### config.mk
export PLATFORM = sky130hd
export DESIGN_NAME = lcd_bus_reader
export DESIGN_NICKNAME = d
export VERILOG_FILES = /design/src/rtl/lcd_pkg.sv /design/src/rtl/lcd_bus_timer.sv /design/src/rtl/lcd_bus_reader.sv
export SDC_FILE = /design/constraint.sdc
export NUM_CORES = 1
export LEC_CHECK = 0
export CAP_MARGIN = 0
export CORE_ASPECT_RATIO = 0.6
export CORE_MARGIN = 4
export CORE_UTILIZATION = 55
export CTS_BUF_LIST = sky130_fd_sc_hd__clkbuf_8
export CTS_CLUSTER_DIAMETER = 30
export DETAILED_ROUTE_END_ITERATION = 10
export PLACE_DENSITY = 0.87
export RECOVER_POWER = 100
export SYNTH_ARGS = -nofsm -noshare
export SYNTH_HDL_FRONTEND = slang
export SYNTH_SLANG_ARGS = --single-unit
export TNS_END_PERCENT = 10
### constraint.sdc
create_clock -name clk -period 2.8 [get_ports clk]
set_input_delay 0.42 -clock clk [delete_from_list [all_inputs] [get_ports clk]]
set_output_delay 0.42 -clock clk [all_outputs]
set_load 0.005 [all_outputs]
### src/rtl/lcd_pkg.sv
// lcd_pkg: shared definitions for the HD44780-style LCD bus (read and write paths).
//   - lcd_rd_state_t : read-side bus cycle states
//   - LCD_RS_CMD / LCD_RS_DATA : register-select encodings
//   - LCD_BF_BIT : position of the busy flag in a status read
//   - default bus timing constants, in 50 MHz clk cycles
//   - lcd_max2() : helper for sizing counters from timing parameters
package lcd_pkg;

  typedef enum logic [2:0] {
    LCD_RD_IDLE    = 3'd0,
    LCD_RD_SETUP   = 3'd1,
    LCD_RD_EN_HIGH = 3'd2,
    LCD_RD_HOLD    = 3'd3,
    LCD_RD_RECOVER = 3'd4
  } lcd_rd_state_t;

  localparam logic LCD_RS_CMD  = 1'b0;
  localparam logic LCD_RS_DATA = 1'b1;

  localparam int unsigned LCD_BF_BIT = 32'd7;

  localparam int unsigned LCD_SETUP_CYCLES   = 32'd3;
  localparam int unsigned LCD_EN_HIGH_CYCLES = 32'd25;
  localparam int unsigned LCD_HOLD_CYCLES    = 32'd3;
  localparam int unsigned LCD_RECOVER_CYCLES = 32'd19;
  localparam int unsigned LCD_POLL_LIMIT     = 32'd255;

  function automatic int unsigned lcd_max2(input int unsigned a, input int unsigned b);
    return (a > b) ? a : b;
  endfunction

endpackage

### src/rtl/lcd_bus_timer.sv
// lcd_bus_timer: loadable down-counter used to time LCD bus phases.
//   clk, reset (sync, active-high) ; load/load_val : restart the count
//   done : count has reached zero (decoded from the count register)
// The counter stops at zero until reloaded.
module lcd_bus_timer #(
  parameter int unsigned WIDTH = 8
) (
  input  logic             clk,
  input  logic             reset,
  input  logic             load,
  input  logic [WIDTH-1:0] load_val,
  output logic             done
);

  logic [WIDTH-1:0] count_d;
  logic [WIDTH-1:0] count_q;

  // Next count: load has priority, otherwise count down and park at zero.
  always_comb begin
    count_d = count_q;
    if (load) begin
      count_d = load_val;
    end else if (count_q != '0) begin
      count_d = count_q - WIDTH'(1);
    end else begin
      count_d = count_q;
    end
  end

  // Count register.
  always_ff @(posedge clk) begin
    if (reset) begin
      count_q <= '0;
    end else begin
      count_q <= count_d;
    end
  end

  assign done = (count_q == '0);

endmodule

### src/rtl/lcd_bus_reader.sv
// lcd_bus_reader: read-side master for the HD44780-style LCD bus (RW=1 cycles).
//   Request : req_valid/req_rs in, req_ready out (IDLE and bus_busy=0)
//   Bus     : lcd_en/lcd_rs/lcd_rw out, lcd_data_in in, bus_own out (top
//             level must tristate LCD_DATA while bus_own=1); never drives data
//   Response: resp_valid (1-cycle strobe), resp_data (held), resp_timeout
// Optional: define LCD_BUSY_POLL_EN to make RS=1 requests first poll the busy
// flag (RS=0 reads) until BF=0, giving up after POLL_LIMIT busy reads.
module lcd_bus_reader
  import lcd_pkg::*;
#(
  parameter int unsigned SETUP_CYCLES   = LCD_SETUP_CYCLES,
  parameter int unsigned EN_HIGH_CYCLES = LCD_EN_HIGH_CYCLES,
  parameter int unsigned HOLD_CYCLES    = LCD_HOLD_CYCLES,
  parameter int unsigned RECOVER_CYCLES = LCD_RECOVER_CYCLES,
  parameter int unsigned POLL_LIMIT     = LCD_POLL_LIMIT
) (
  input  logic       clk,
  input  logic       reset,
  input  logic       req_valid,
  input  logic       req_rs,
  output logic       req_ready,
  input  logic       bus_busy,
  output logic       bus_own,
  input  logic [7:0] lcd_data_in,
  output logic       lcd_en,
  output logic       lcd_rs,
  output logic       lcd_rw,
  output logic       resp_valid,
  output logic [7:0] resp_data,
  output logic       resp_timeout
);

`ifdef LCD_BUSY_POLL_EN
  localparam bit POLL_EN = 1'b1;
`else
  localparam bit POLL_EN = 1'b0;
`endif

  localparam int unsigned MAX_P = lcd_max2(lcd_max2(lcd_max2(SETUP_CYCLES, EN_HIGH_CYCLES),
                                                    lcd_max2(HOLD_CYCLES, RECOVER_CYCLES)),
                                           POLL_LIMIT);
  localparam int unsigned CW = $clog2(MAX_P + 1);

  // Each phase lasts N cycles: the timer is loaded with N-1 on entry.
  localparam logic [CW-1:0] LD_SETUP   = CW'(SETUP_CYCLES - 1);
  localparam logic [CW-1:0] LD_EN_HIGH = CW'(EN_HIGH_CYCLES - 1);
  localparam logic [CW-1:0] LD_HOLD    = CW'(HOLD_CYCLES - 1);
  localparam logic [CW-1:0] LD_RECOVER = CW'(RECOVER_CYCLES - 1);
  localparam logic [7:0]    POLL_LIM8  = 8'(POLL_LIMIT);

  if (SETUP_CYCLES == 0 || EN_HIGH_CYCLES == 0 || HOLD_CYCLES == 0 ||
      RECOVER_CYCLES == 0 || POLL_LIMIT == 0 || POLL_LIMIT > 255) begin : g_bad_param
    $error("lcd_bus_reader: timing parameters must be nonzero and POLL_LIMIT <= 255");
  end

  lcd_rd_state_t state_d, state_q;
  logic       rs_d, rs_q, rw_d, rw_q, en_d, en_q, own_d, own_q;
  logic       rv_d, rv_q, tmo_d, tmo_q;
  logic [7:0] data_d, data_q;
  logic       poll_d, poll_q;   // current bus cycle is a busy-flag poll
  logic       pend_d, pend_q;   // next bus cycle is another poll
  logic       more_d, more_q;   // another bus cycle follows this one
  logic [7:0] pcnt_d, pcnt_q;
  logic [7:0] pcnt_inc;
  logic       tmr_load;
  logic [CW-1:0] tmr_val;
  logic       tmr_done;
  logic       accept;

  // req_ready gates on the live reset so it is low during reset and rises in
  // the very first cycle after release.
  assign req_ready = (state_q == LCD_RD_IDLE) && !bus_busy && !reset;
  assign accept    = req_valid && req_ready;
  assign pcnt_inc  = pcnt_q + 8'd1;

  lcd_bus_timer #(.WIDTH(CW)) u_timer (
    .clk      (clk),
    .reset    (reset),
    .load     (tmr_load),
    .load_val (tmr_val),
    .done     (tmr_done)
  );

  // Bus-cycle sequencer: next state and next registered outputs.
  always_comb begin
    state_d  = state_q;
    rs_d     = rs_q;
    rw_d     = rw_q;
    en_d     = en_q;
    own_d    = own_q;
    rv_d     = 1'b0;
    tmo_d    = 1'b0;
    data_d   = data_q;
    poll_d   = poll_q;
    pend_d   = pend_q;
    more_d   = more_q;
    pcnt_d   = pcnt_q;
    tmr_load = 1'b0;
    tmr_val  = '0;
    case (state_q)
      LCD_RD_IDLE: begin
        if (accept) begin
          state_d  = LCD_RD_SETUP;
          tmr_load = 1'b1;
          tmr_val  = LD_SETUP;
          own_d    = 1'b1;
          rw_d     = 1'b1;
          en_d     = 1'b0;
          more_d   = 1'b0;
          pcnt_d   = 8'd0;
          if (POLL_EN && (req_rs == LCD_RS_DATA)) begin
            poll_d = 1'b1;
            rs_d   = LCD_RS_CMD;
          end else begin
            poll_d = 1'b0;
            rs_d   = req_rs;
          end
        end else begin
          state_d = LCD_RD_IDLE;
        end
      end
      LCD_RD_SETUP: begin
        if (tmr_done) begin
          state_d  = LCD_RD_EN_HIGH;
          tmr_load = 1'b1;
          tmr_val  = LD_EN_HIGH;
          en_d     = 1'b1;
        end else begin
          state_d = LCD_RD_SETUP;
        end
      end
      LCD_RD_EN_HIGH: begin
        if (tmr_done) begin
          state_d  = LCD_RD_HOLD;
          tmr_load = 1'b1;
          tmr_val  = LD_HOLD;
          en_d     = 1'b0;
          data_d   = lcd_data_in;
          if (poll_q) begin
            pcnt_d = pcnt_inc;
            if (!lcd_data_in[LCD_BF_BIT]) begin
              more_d = 1'b1;
              pend_d = 1'b0;
            end else if (pcnt_inc == POLL_LIM8) begin
              // Busy flag never cleared: report with the last status byte.
              rv_d   = 1'b1;
              tmo_d  = 1'b1;
              more_d = 1'b0;
            end else begin
              more_d = 1'b1;
              pend_d = 1'b1;
            end
          end else begin
            rv_d   = 1'b1;
            more_d = 1'b0;
          end
        end else begin
          state_d = LCD_RD_EN_HIGH;
        end
      end
      LCD_RD_HOLD: begin
        if (tmr_done) begin
          state_d  = LCD_RD_RECOVER;
          tmr_load = 1'b1;
          tmr_val  = LD_RECOVER;
          // Keep the bus between chained cycles so the writer cannot slip in.
          rw_d     = more_q;
          own_d    = more_q;
        end else begin
          state_d = LCD_RD_HOLD;
        end
      end
      LCD_RD_RECOVER: begin
        if (tmr_done) begin
          if (more_q) begin
            state_d  = LCD_RD_SETUP;
            tmr_load = 1'b1;
            tmr_val  = LD_SETUP;
            poll_d   = pend_q;
            rs_d     = pend_q ? LCD_RS_CMD : LCD_RS_DATA;
            rw_d     = 1'b1;
            own_d    = 1'b1;
            more_d   = 1'b0;
          end else begin
            state_d = LCD_RD_IDLE;
            poll_d  = 1'b0;
          end
        end else begin
          state_d = LCD_RD_RECOVER;
        end
      end
      default: begin
        state_d = LCD_RD_IDLE;
        en_d    = 1'b0;
        rw_d    = 1'b0;
        own_d   = 1'b0;
      end
    endcase
  end

  // State and output registers.
  always_ff @(posedge clk) begin
    if (reset) begin
      state_q <= LCD_RD_IDLE;
      rs_q    <= 1'b0;
      rw_q    <= 1'b0;
      en_q    <= 1'b0;
      own_q   <= 1'b0;
      rv_q    <= 1'b0;
      tmo_q   <= 1'b0;
      data_q  <= 8'd0;
      poll_q  <= 1'b0;
      pend_q  <= 1'b0;
      more_q  <= 1'b0;
      pcnt_q  <= 8'd0;
    end else begin
      state_q <= state_d;
      rs_q    <= rs_d;
      rw_q    <= rw_d;
      en_q    <= en_d;
      own_q   <= own_d;
      rv_q    <= rv_d;
      tmo_q   <= tmo_d;
      data_q  <= data_d;
      poll_q  <= poll_d;
      pend_q  <= pend_d;
      more_q  <= more_d;
      pcnt_q  <= pcnt_d;
    end
  end

  assign lcd_en       = en_q;
  assign lcd_rs       = rs_q;
  assign lcd_rw       = rw_q;
  assign bus_own      = own_q;
  assign resp_valid   = rv_q;
  assign resp_data    = data_q;
  assign resp_timeout = tmo_q;

endmodule

==> flow_summary.ini <==
[global_routing]
grt_pass1_wl_um = 7465
grt_use_total_pct = 23.88
grt_pass1_vias = 1537
grt.overflow.total = 0
grt_max_degree = 18
antenna_found_initial = 0

[setup_path]
cp_slowest_cell = or4_1
worstSetupStartpointType = flip-flop
crit_chain = inv_1, ha_1, nor4b_4, nand2_1, or3_1, or4_1, a31oi_1
worstRegToRegCells = 7
crit_path_end_kind = flip-flop
cp.required_ps = 3020
r2r_slack_ps = 340
arrival_ps = 2680
critPathKind = flip-flop to flip-flop
cpPeakStageDelay_ps = 490
path_max_fanout = 12

[logic_synthesis]
synthDominantCellAreaShare_pct = 39.24
synth_ff_type = dfxtp_1
yosys.cell_count.top_type = dfxtp_1
synth_top_area_cell = dfxtp_1
yosysSeqAreaShare_pct = 39.24
ys_async_sr_fraction_pct = 0
synth_nets = 232
ys_ff_latch = 35
synth_edf_count = 0
synth_cells = 216
synthTopCellsByArea = dfxtp_1, nand2_1, a21oi_1
avgSynthCellArea_um2 = 8.266
synthesis.area_um2 = 1785
yosys_warnings = 0
synth_cell_type_count = 50
synthTopCellsByCount = dfxtp_1, nand2_1, a21oi_1

[floorplan]
die_w_um = 81.56
coreArea_um2 = 2984
dieHeight_um = 52.14
ioPinCount = 28
die_area_um2 = 4252
rows = 15
start_util_pct = 59.83

[run]
max_cap_violations = 0

[timing]
timing.fmax_mhz = 407.3
fin_crit_sh_pct = 87.69
tns_ps = 0
tightest_slew_ps = 609.5
setup_viol = 0
layout_min_cycle_time_ps = 2455
relSlewSlack_pct = 58.94
drv_slew = 0
fin_skew_ps = 11.97
rsz0062_at_grt = no
hold_viol = 0

[final_layout]
nets = 256
layout-drive-gt1-share_pct = 7.884
postLayoutCoreUtil_pct = 73.17
antenna_cells = 0
fillCellCount = 221
final_cells = 283
area_growth_syn_to_layout_pct = 22.28

[detailed_routing]
ant_nets = 0
dr.pass1.iters = 5
drc = 0
viasPerCell = 6.007
wl_per_cell_um = 15.41
drt_iter0_markers = 173
vias = 1700
totalWireLength_um = 4360

[clocking]
htree_levels = 2
cts_made_buffers = 5
clk_root_buffer_cell = clkbuf_8
clkLatencyLatePin_ps = 300
post-cts-setup-buffer-count = 0
clkTransAtPathRegs_ps = 80
cts-resized-gates = 0
cts_buffer_depth = 2
cts_sinks = 35
cts_tree = yes
cts_hold_buf = 0

[power_and_ir_drop]
peakVddDrop_uv = 592.6
p_leak_nw = 0.8177
pwr_density_cell_nw_per_um2 = 799.4

[placement]
io_buffers = 27
placed_cells = 275
place_congestion = 0.8657
place_hpwl_um = 3113

[hold_path]
hold_depth = 2
hp-class = flip-flop to flip-flop

[status]
status = completed
-- state kept, by name (all words and copies together) (netlist names) --
name             flops
bus_own              1
lcd_en               1
lcd_rs               1
more_q               1
pcnt_q               8
pend_q               1
poll_q               1
resp_data            8
resp_timeout         1
resp_valid           1
state_q              3
u_timer.count_q      8
-- layer usage --
| layer | track usage [%] | wire length [um] | up-vias |
|---|---|---|---|
| met4 | 11.24 | 84 | 0 |
| met5 | 0 | 0 | - |
| met2 | 31.76 | 1730 | 76 |
| li1 | - | - | 832 |
| met3 | 5.882 | 381 | 10 |
| met1 | 35.24 | 2163 | 782 |
-- per-stage QoR --
stage          hold slack [ps]  total power, W  worst slack (ps)  area [um2]
3_3_place_gp             442.3        0.001293             485.5        2077
6_report                 455.8        0.001745             344.6        2183
5_1_grt                  473.6        0.001858             157.6        2183
4_1_cts                  459.3        0.001759             461.3        2190
3_5_place_dp             448.7        0.001295             481.3        2077
2_1_floorplan            449.4        0.001118             836.6        1785
-- final timing paths --
kind | end | from
worst min-delay path | resp_data[5]$_SDFFE_PP0P_ | resp_data[5]$_SDFFE_PP0P_
worst max-delay path | pcnt_q[5]$_SDFFE_PP0P_ | u_timer.count_q[0]$_SDFFE_PP0P_
worst max register to register | pcnt_q[5]$_SDFFE_PP0P_ | u_timer.count_q[0]$_SDFFE_PP0P_
worst min register to register | resp_data[5]$_SDFFE_PP0P_ | resp_data[5]$_SDFFE_PP0P_
-- cell type report --
type,count,area (um2),share of cell area (%)
clock buffers,5,68.82,3.152
clock inverters,3,43.79,2.006
inverters,6,22.52,1.032
multi-input cells,162,1006,46.07
flip-flops and latches,35,700.7,32.09
well taps,42,52.55,2.407
repair buffers,30,289.0,13.24
-- cell usage in the layout, fill, tap and decap left out, types with 3 or more instances in the layout --
master,n
and3_1,6
or3b_2,3
a211oi_1,5
dlygate4sd3_1,15
dfxtp_1,35
a21oi_1,22
nor3_1,6
or4_1,3
a31oi_1,5
o21ai_0,7
clkbuf_8,5
nor2_1,13
inv_1,6
nand3_1,8
nand2b_1,4
clkdlybuf4s50_1,12
ha_1,3
mux2i_1,5
nand2_1,32
-- logic make-up after synthesis --
| group | synth area share, % |
|---|---|
| AND/OR/NAND/NOR | 29.85 |
| AO/OA/AOI/OAI | 19.76 |
| adder cells (fa/ha/maj) | 2.103 |
| XOR/XNOR | 1.963 |
| flip-flops | 39.24 |
| buffers and inverters | 4.275 |
| multiplexers | 2.803 |
-- power by group --
| part | internal [W] | switching [W] |
|---|---|---|
| Sequential | 0.000560 | 0.0000763 |
| Combinational | 0.000277 | 0.000366 |
| Clock | 0.000265 | 0.000201 |
-- worst max-delay path, delay by kind of cell (launching register included) --
kind,cells,cell delay (ps)
adders and majority gates,1,250
DFF,1,320
AOI/OAI and AO/OA,1,170
and+or+nand+nor,4,1570
buffers and inverters,1,90
Note: power is estimated with default switching activity, not from simulation.
